## config.mk

```make
export PLATFORM = sky130hd
export DESIGN_NAME = ledg_fade_pwm
export DESIGN_NICKNAME = d
export VERILOG_FILES = /design/src/rtl/ledg_pkg.sv /design/src/rtl/ledg_fade_channel.sv /design/src/rtl/ledg_fade_pwm.sv
export SDC_FILE = /design/constraint.sdc
export NUM_CORES = 1
export LEC_CHECK = 0
export CAP_MARGIN = 20
export CORE_UTILIZATION = 30
export DETAILED_ROUTE_END_ITERATION = 16
export RECOVER_POWER = 50
export SLEW_MARGIN = 20
export SYNTH_ARGS = -nofsm -noshare
export SYNTH_HDL_FRONTEND = slang
export SYNTH_SLANG_ARGS = --single-unit
```

## constraint.sdc

```tcl
create_clock -name clk -period 2.3 [get_ports clk]
set_clock_uncertainty 0.2 [all_clocks]
set_input_delay 0.69 -clock clk [delete_from_list [all_inputs] [get_ports clk]]
set_output_delay 0.69 -clock clk [all_outputs]
set_load 0.02 [all_outputs]
```

## src/rtl/ledg_pkg.sv

```systemverilog
// Shared constants and sizing helpers for the green-LED fade/PWM block.
package ledg_pkg;

    function automatic int unsigned cnt_width(input int unsigned n);
        return (n <= 1) ? 1 : $clog2(n);
    endfunction

    function automatic int unsigned lvl_max(input int unsigned bits);
        return (32'd1 << bits) - 32'd1;
    endfunction

    localparam int unsigned PWM_BITS_DEF = 4;
    localparam int unsigned LVL_MAX      = lvl_max(PWM_BITS_DEF);

endpackage

```

## src/rtl/ledg_fade_channel.sv

```systemverilog
// One LED channel: brightness level that ramps or snaps toward its on/off target,
// plus the registered PWM compare against the shared counter.
module ledg_fade_channel
    import ledg_pkg::*;
#(
    parameter int unsigned PWM_BITS = 4
) (
    input  logic                clk,
    input  logic                reset,
    input  logic                req,
    input  logic                fade_en,
    input  logic                fade_step,
    input  logic [PWM_BITS-1:0] pwm_cnt,
    output logic [PWM_BITS-1:0] level,
    output logic                out_bit,
    output logic                at_target
);

    localparam logic [PWM_BITS-1:0] LMAX = PWM_BITS'(lvl_max(PWM_BITS));

    logic [PWM_BITS-1:0] target_c;
    logic [PWM_BITS-1:0] level_next_c;

    // Next level: snap when fading is off, otherwise one saturating step per fade tick.
    always_comb begin
        target_c     = req ? LMAX : '0;
        level_next_c = level;
        if (!fade_en) begin
            level_next_c = target_c;
        end else if (fade_step) begin
            if (req && (level != LMAX)) begin
                level_next_c = level + PWM_BITS'(1);
            end else if (!req && (level != '0)) begin
                level_next_c = level - PWM_BITS'(1);
            end
        end
    end

    assign at_target = (level == target_c);

    // Full-scale level is forced on so the pwm_cnt wrap never produces a dark step.
    always_ff @(posedge clk) begin
        if (reset) begin
            level   <= '0;
            out_bit <= 1'b0;
        end else begin
            level   <= level_next_c;
            out_bit <= (level == LMAX) || (level > pwm_cnt);
        end
    end

endmodule

```

## src/rtl/ledg_fade_pwm.sv

```systemverilog
// Green-LED driver: turns the PIO on/off word into soft-faded, PWM-dimmed LED outputs.
module ledg_fade_pwm
    import ledg_pkg::*;
#(
    parameter int unsigned WIDTH    = 9,
    parameter int unsigned PWM_BITS = 4,
    parameter int unsigned PRESCALE = 1024,
    parameter int unsigned FADE_DIV = 4
) (
    input  logic             clk,
    input  logic             reset,
    input  logic [WIDTH-1:0] led_req,
    input  logic             fade_en,
    output logic [WIDTH-1:0] led_out,
    output logic             busy
);

    localparam int unsigned         PS_W    = cnt_width(PRESCALE);
    localparam int unsigned         FD_W    = cnt_width(FADE_DIV);
    localparam logic [PWM_BITS-1:0] PWM_MAX = PWM_BITS'(lvl_max(PWM_BITS));

    logic [PS_W-1:0]     prescaler;
    logic [PWM_BITS-1:0] pwm_cnt;
    logic [FD_W-1:0]     fade_cnt;
    logic [WIDTH-1:0]    led_req_q;
    logic                pwm_tick_c;
    logic                period_end_c;
    logic                fade_step_c;
    logic [WIDTH-1:0]    at_target_c;
    // Levels are consumed only through at_target/out_bit at this level.
    logic [PWM_BITS-1:0] level_unused_c [WIDTH];

    always_comb begin
        pwm_tick_c   = (prescaler == PS_W'(PRESCALE - 1));
        period_end_c = pwm_tick_c && (pwm_cnt == PWM_MAX);
        fade_step_c  = period_end_c && (fade_cnt == FD_W'(FADE_DIV - 1));
    end

    // Shared timebase, input capture and busy reduction.
    always_ff @(posedge clk) begin
        if (reset) begin
            prescaler <= '0;
            pwm_cnt   <= '0;
            fade_cnt  <= '0;
            led_req_q <= '0;
            busy      <= 1'b0;
        end else begin
            prescaler <= pwm_tick_c ? '0 : prescaler + PS_W'(1);
            if (pwm_tick_c) begin
                pwm_cnt <= pwm_cnt + PWM_BITS'(1);
            end
            if (period_end_c) begin
                fade_cnt <= fade_step_c ? '0 : fade_cnt + FD_W'(1);
            end
            led_req_q <= led_req;
            busy      <= ~&at_target_c;
        end
    end

    for (genvar i = 0; i < WIDTH; i++) begin : g_ch
        ledg_fade_channel #(
            .PWM_BITS (PWM_BITS)
        ) u_ch (
            .clk       (clk),
            .reset     (reset),
            .req       (led_req_q[i]),
            .fade_en   (fade_en),
            .fade_step (fade_step_c),
            .pwm_cnt   (pwm_cnt),
            .level     (level_unused_c[i]),
            .out_bit   (led_out[i]),
            .at_target (at_target_c[i])
        );
    end

endmodule

```

==> impl_metrics.py <==
metrics = {
    "outcome": {
        "outcome": "completed",
    },
    "yosys": {
        "synth_top_cell_area_share_pct": 29.8,
        "synth_top_cells_by_count": "sky130_fd_sc_hd__dfxtp_1 (71), sky130_fd_sc_hd__ha_1 (57), sky130_fd_sc_hd__a21oi_1 (56)",
        "syn_area_um2": 4770,
        "proportion_of_synthesized_chip_area_in_sequential_cells_pct": 29.8,
        "post-synth-top-count-cell": "sky130_fd_sc_hd__dfxtp_1",
        "postSynthRegisterBits": 71,
        "postSynthAreaPerCell_um2": 8.58,
        "yosys_warnings": 0,
        "postSynthCellCount": 556,
        "synthArstFlopShare_pct": 0,
        "synth.distinct_cells": 46,
        "dominantRegCellSynth": "sky130_fd_sc_hd__dfxtp_1",
        "synth.net_count": 626,
        "ys_top_cells_by_area": "sky130_fd_sc_hd__dfxtp_1 (30%), sky130_fd_sc_hd__ha_1 (15%), sky130_fd_sc_hd__a21oi_1 (5.9%)",
        "synth_largest_area_cell": "sky130_fd_sc_hd__dfxtp_1",
        "synth_edf_count": 0,
    },
    "route": {
        "vias_per_cell": 5.13,
        "firstDrtPassIters": 4,
        "avgRoutedWirePerCell_um": 13.7,
        "via_count": 4089,
        "route.final.wire_length_um": 10900,
        "ant_nets": 0,
        "drt_first_iter_violations": 228,
        "post-route-drc-count": 0,
    },
    "timing": {
        "timing_hold_violations_final": 0,
        "fmax_ghz": 0.457,
        "max-slew-margin-rel_pct": 61.9,
        "worst_pin_slew_ps": 571,
        "fin_tns_setup_ps": 0,
        "rsz_0062_raised_after_global_routing": "false",
        "setup_viol": 0,
        "finalCritPeriodShare_pct": 95.2,
        "finalMaxSlewViolations": 0,
        "final_critical_path_required_period_ps": 2190,
    },
    "global_route": {
        "first_global_vias": 3956,
        "overflow": 0,
        "wire_length_of_the_first_global_routing_pass_um": 18700,
        "antenna_found_initial": 0,
        "grt_start_max_net_pins": 25,
        "global_route.usage.total_pct": 14.2,
    },
    "floorplanning": {
        "number_of_standard_cell_rows_in_the_floorplan": 45,
        "core_um2": 15400,
        "die-width_um": 128,
        "die_area_um2": 16400,
        "chipHeight_um": 128,
        "initial_cell_density_of_the_core_pct": 31.0,
        "ios": 22,
    },
    "worst_setup_path": {
        "critical_path.endpoint_type": "primary output",
        "worstSetupStartpointType": "flip-flop",
        "worst_ep_arrival_time_ps": 1300,
        "cp_max_fo": 1,
        "timing_worst_setup_path_type": "reg -> out",
        "slowest_delay_ps": 660,
        "critical_path_buf_inv_count": 1,
        "timing.critical_path.cells": "dlygate4sd3_1",
        "worst-endpoint-required_ps": 1410,
        "worst_path_max_delay_cell": "sky130_fd_sc_hd__dlygate4sd3_1",
        "worst_path_dominant_cell_family": "buffers and inverters",
    },
    "clock_network": {
        "clockRootBuffer": "sky130_fd_sc_hd__clkbuf_16",
        "ctsLongestPathBuffers": 2,
        "post_cts.resized_instances": 0,
        "tritoncts_num_sinks": 71,
        "cts_made_buffers": 9,
        "clk_transition_reported_paths_ps": 60,
        "cts-htree-levels": 3,
        "clock_insertion_delay_worst_skew_ps": 330,
        "post_cts.repair.setup_buffers": 0,
        "cts_tree": "yes",
        "cts_hold_buffers": 0,
    },
    "pwr": {
        "p_sw_mw": 0.881,
        "pwr-share-seq_pct": 41.6,
        "vdd.ir_drop.worst_mv": 0.342,
        "pwr-share-comb_pct": 16.3,
        "power_report.internal_total_mw": 2.46,
        "power.share.switching_pct": 26.4,
        "pwr_per_cell_area_nw_per_um2": 597,
        "clock_power_share_pct": 42.1,
        "power_leakage_nw": 2.13,
    },
    "cells_and_area": {
        "areaGrowthSynthToFinish_pct": 17.4,
        "post_layout_net_count": 652,
        "layout.cells.non_filler": 797,
        "n_antenna_cell": 0,
        "fillerInstances": 1555,
        "drive_gt1_share_pct": 9.56,
    },
    "placed_design": {
        "port_buffers": 21,
        "gp_congestion": 0.831,
        "place_hpwl_um": 7990,
        "dp_cells": 782,
    },
    "worst_hold_path": {
        "hp-class": "reg -> reg",
    },
    "flow_run": {
        "drv_cap": 0,
    },
}
==> kinds of logic after synthesis <==
group | count (synthesis) | share of synthesized area, %
buffers and inverters | 57 | 5.19
adders and majority gates | 66 | 17.0
DFF | 71 | 29.8
AOI/OAI and AO/OA | 145 | 18.9
xor gates and xnor gates | 35 | 6.43
and+or+nand+nor | 165 | 19.0
muxes | 17 | 3.57
==> stage by stage <==
| step | setup WS (ps) | power [mW] | util (%) | hold slack, ps | cell area [µm²] |
|---|---|---|---|---|---|
| after floorplan | 15.3 | 1.81 | - | 218 | 4770 |
| after global placement | 66.2 | 1.94 | 34.7 | 266 | 5330 |
| after detailed placement | 38.8 | 1.97 | 34.7 | 289 | 5330 |
| after CTS | 23.5 | 3.38 | 36.6 | 296 | 5620 |
| after global routing | 5.89 | 3.50 | 36.4 | 317 | 5600 |
| final | 111 | 3.34 | 36.4 | 277 | 5600 |
==> per-layer routing <==
| layer | vias to the layer above | GRT usage [%] | wire, µm |
|---|---|---|---|
| met4 | 0 | 4.91 | 142 |
| met2 | 51 | 23.6 | 5110 |
| li1 | 2079 | - | - |
| met5 | - | 0 | 0 |
| met3 | 13 | 2.25 | 240 |
| met1 | 1946 | 18.5 | 5390 |
==> sequential cells by signal, indices dropped and copies added (netlist names) <==
signal             cells
g_ch.u_ch.level       36
prescaler             10
g_ch.u_ch.out_bit      9
led_req_q              9
pwm_cnt                4
fade_cnt               2
busy                   1
==> power groups by stage <==
stage	logic [mW]	registers, mW	clock network, mW
2_1_floorplan	0.436	1.37	0
3_3_place_gp	0.532	1.41	0
3_5_place_dp	0.553	1.41	0
4_1_cts	0.558	1.39	1.44
5_1_grt	0.619	1.40	1.48
6_report	0.546	1.39	1.41
==> layout make-up <==
| type | instances | area (µm²) | share of cell area, % |
|---|---|---|---|
| Tap cell | 211 | 264 | 4.72 |
| Multi-Input combinational cell | 428 | 3110 | 55.6 |
| Sequential cell | 71 | 1430 | 25.5 |
| Clock inverter | 4 | 45.0 | 0.804 |
| Timing Repair Buffer | 50 | 413 | 7.37 |
| Clock buffer | 11 | 253 | 4.51 |
| Inverter | 22 | 82.6 | 1.47 |
==> path summary, 6_finish.rpt <==
| path | from | to | slack [ps] | depth (start not counted) |
|---|---|---|---|---|
| setup / recovery | g_ch[6].u_ch.out_bit | led_out[6] | 110 | 1 |
| hold / removal | pwm_cnt[1] | pwm_cnt[1] | 280 | 2 |
| setup reg to reg | fade_cnt[0] | g_ch[8].u_ch.level[1] | 130 | 8 |
| hold reg to reg | pwm_cnt[1] | pwm_cnt[1] | 280 | 2 |
==> placed cells by master (no fill, tap or decap), drive strengths merged, types with 6 or more instances in the layout <==
cell type / instances
dfxtp: 71
a21oi: 57
ha: 57
nand2: 32
o21ai: 29
nor2: 26
xnor2: 23
inv: 22
buf: 22
nor2b: 20
nand4: 20
nand3: 20
clkbuf: 20
o21a: 18
mux2i: 17
clkdlybuf4s50: 17
xor2: 12
o21bai: 9
maj3: 8
or3: 8
nand3b: 7
a31oi: 7
o311ai: 6
and4: 6
(Power assumes the default switching activity.)
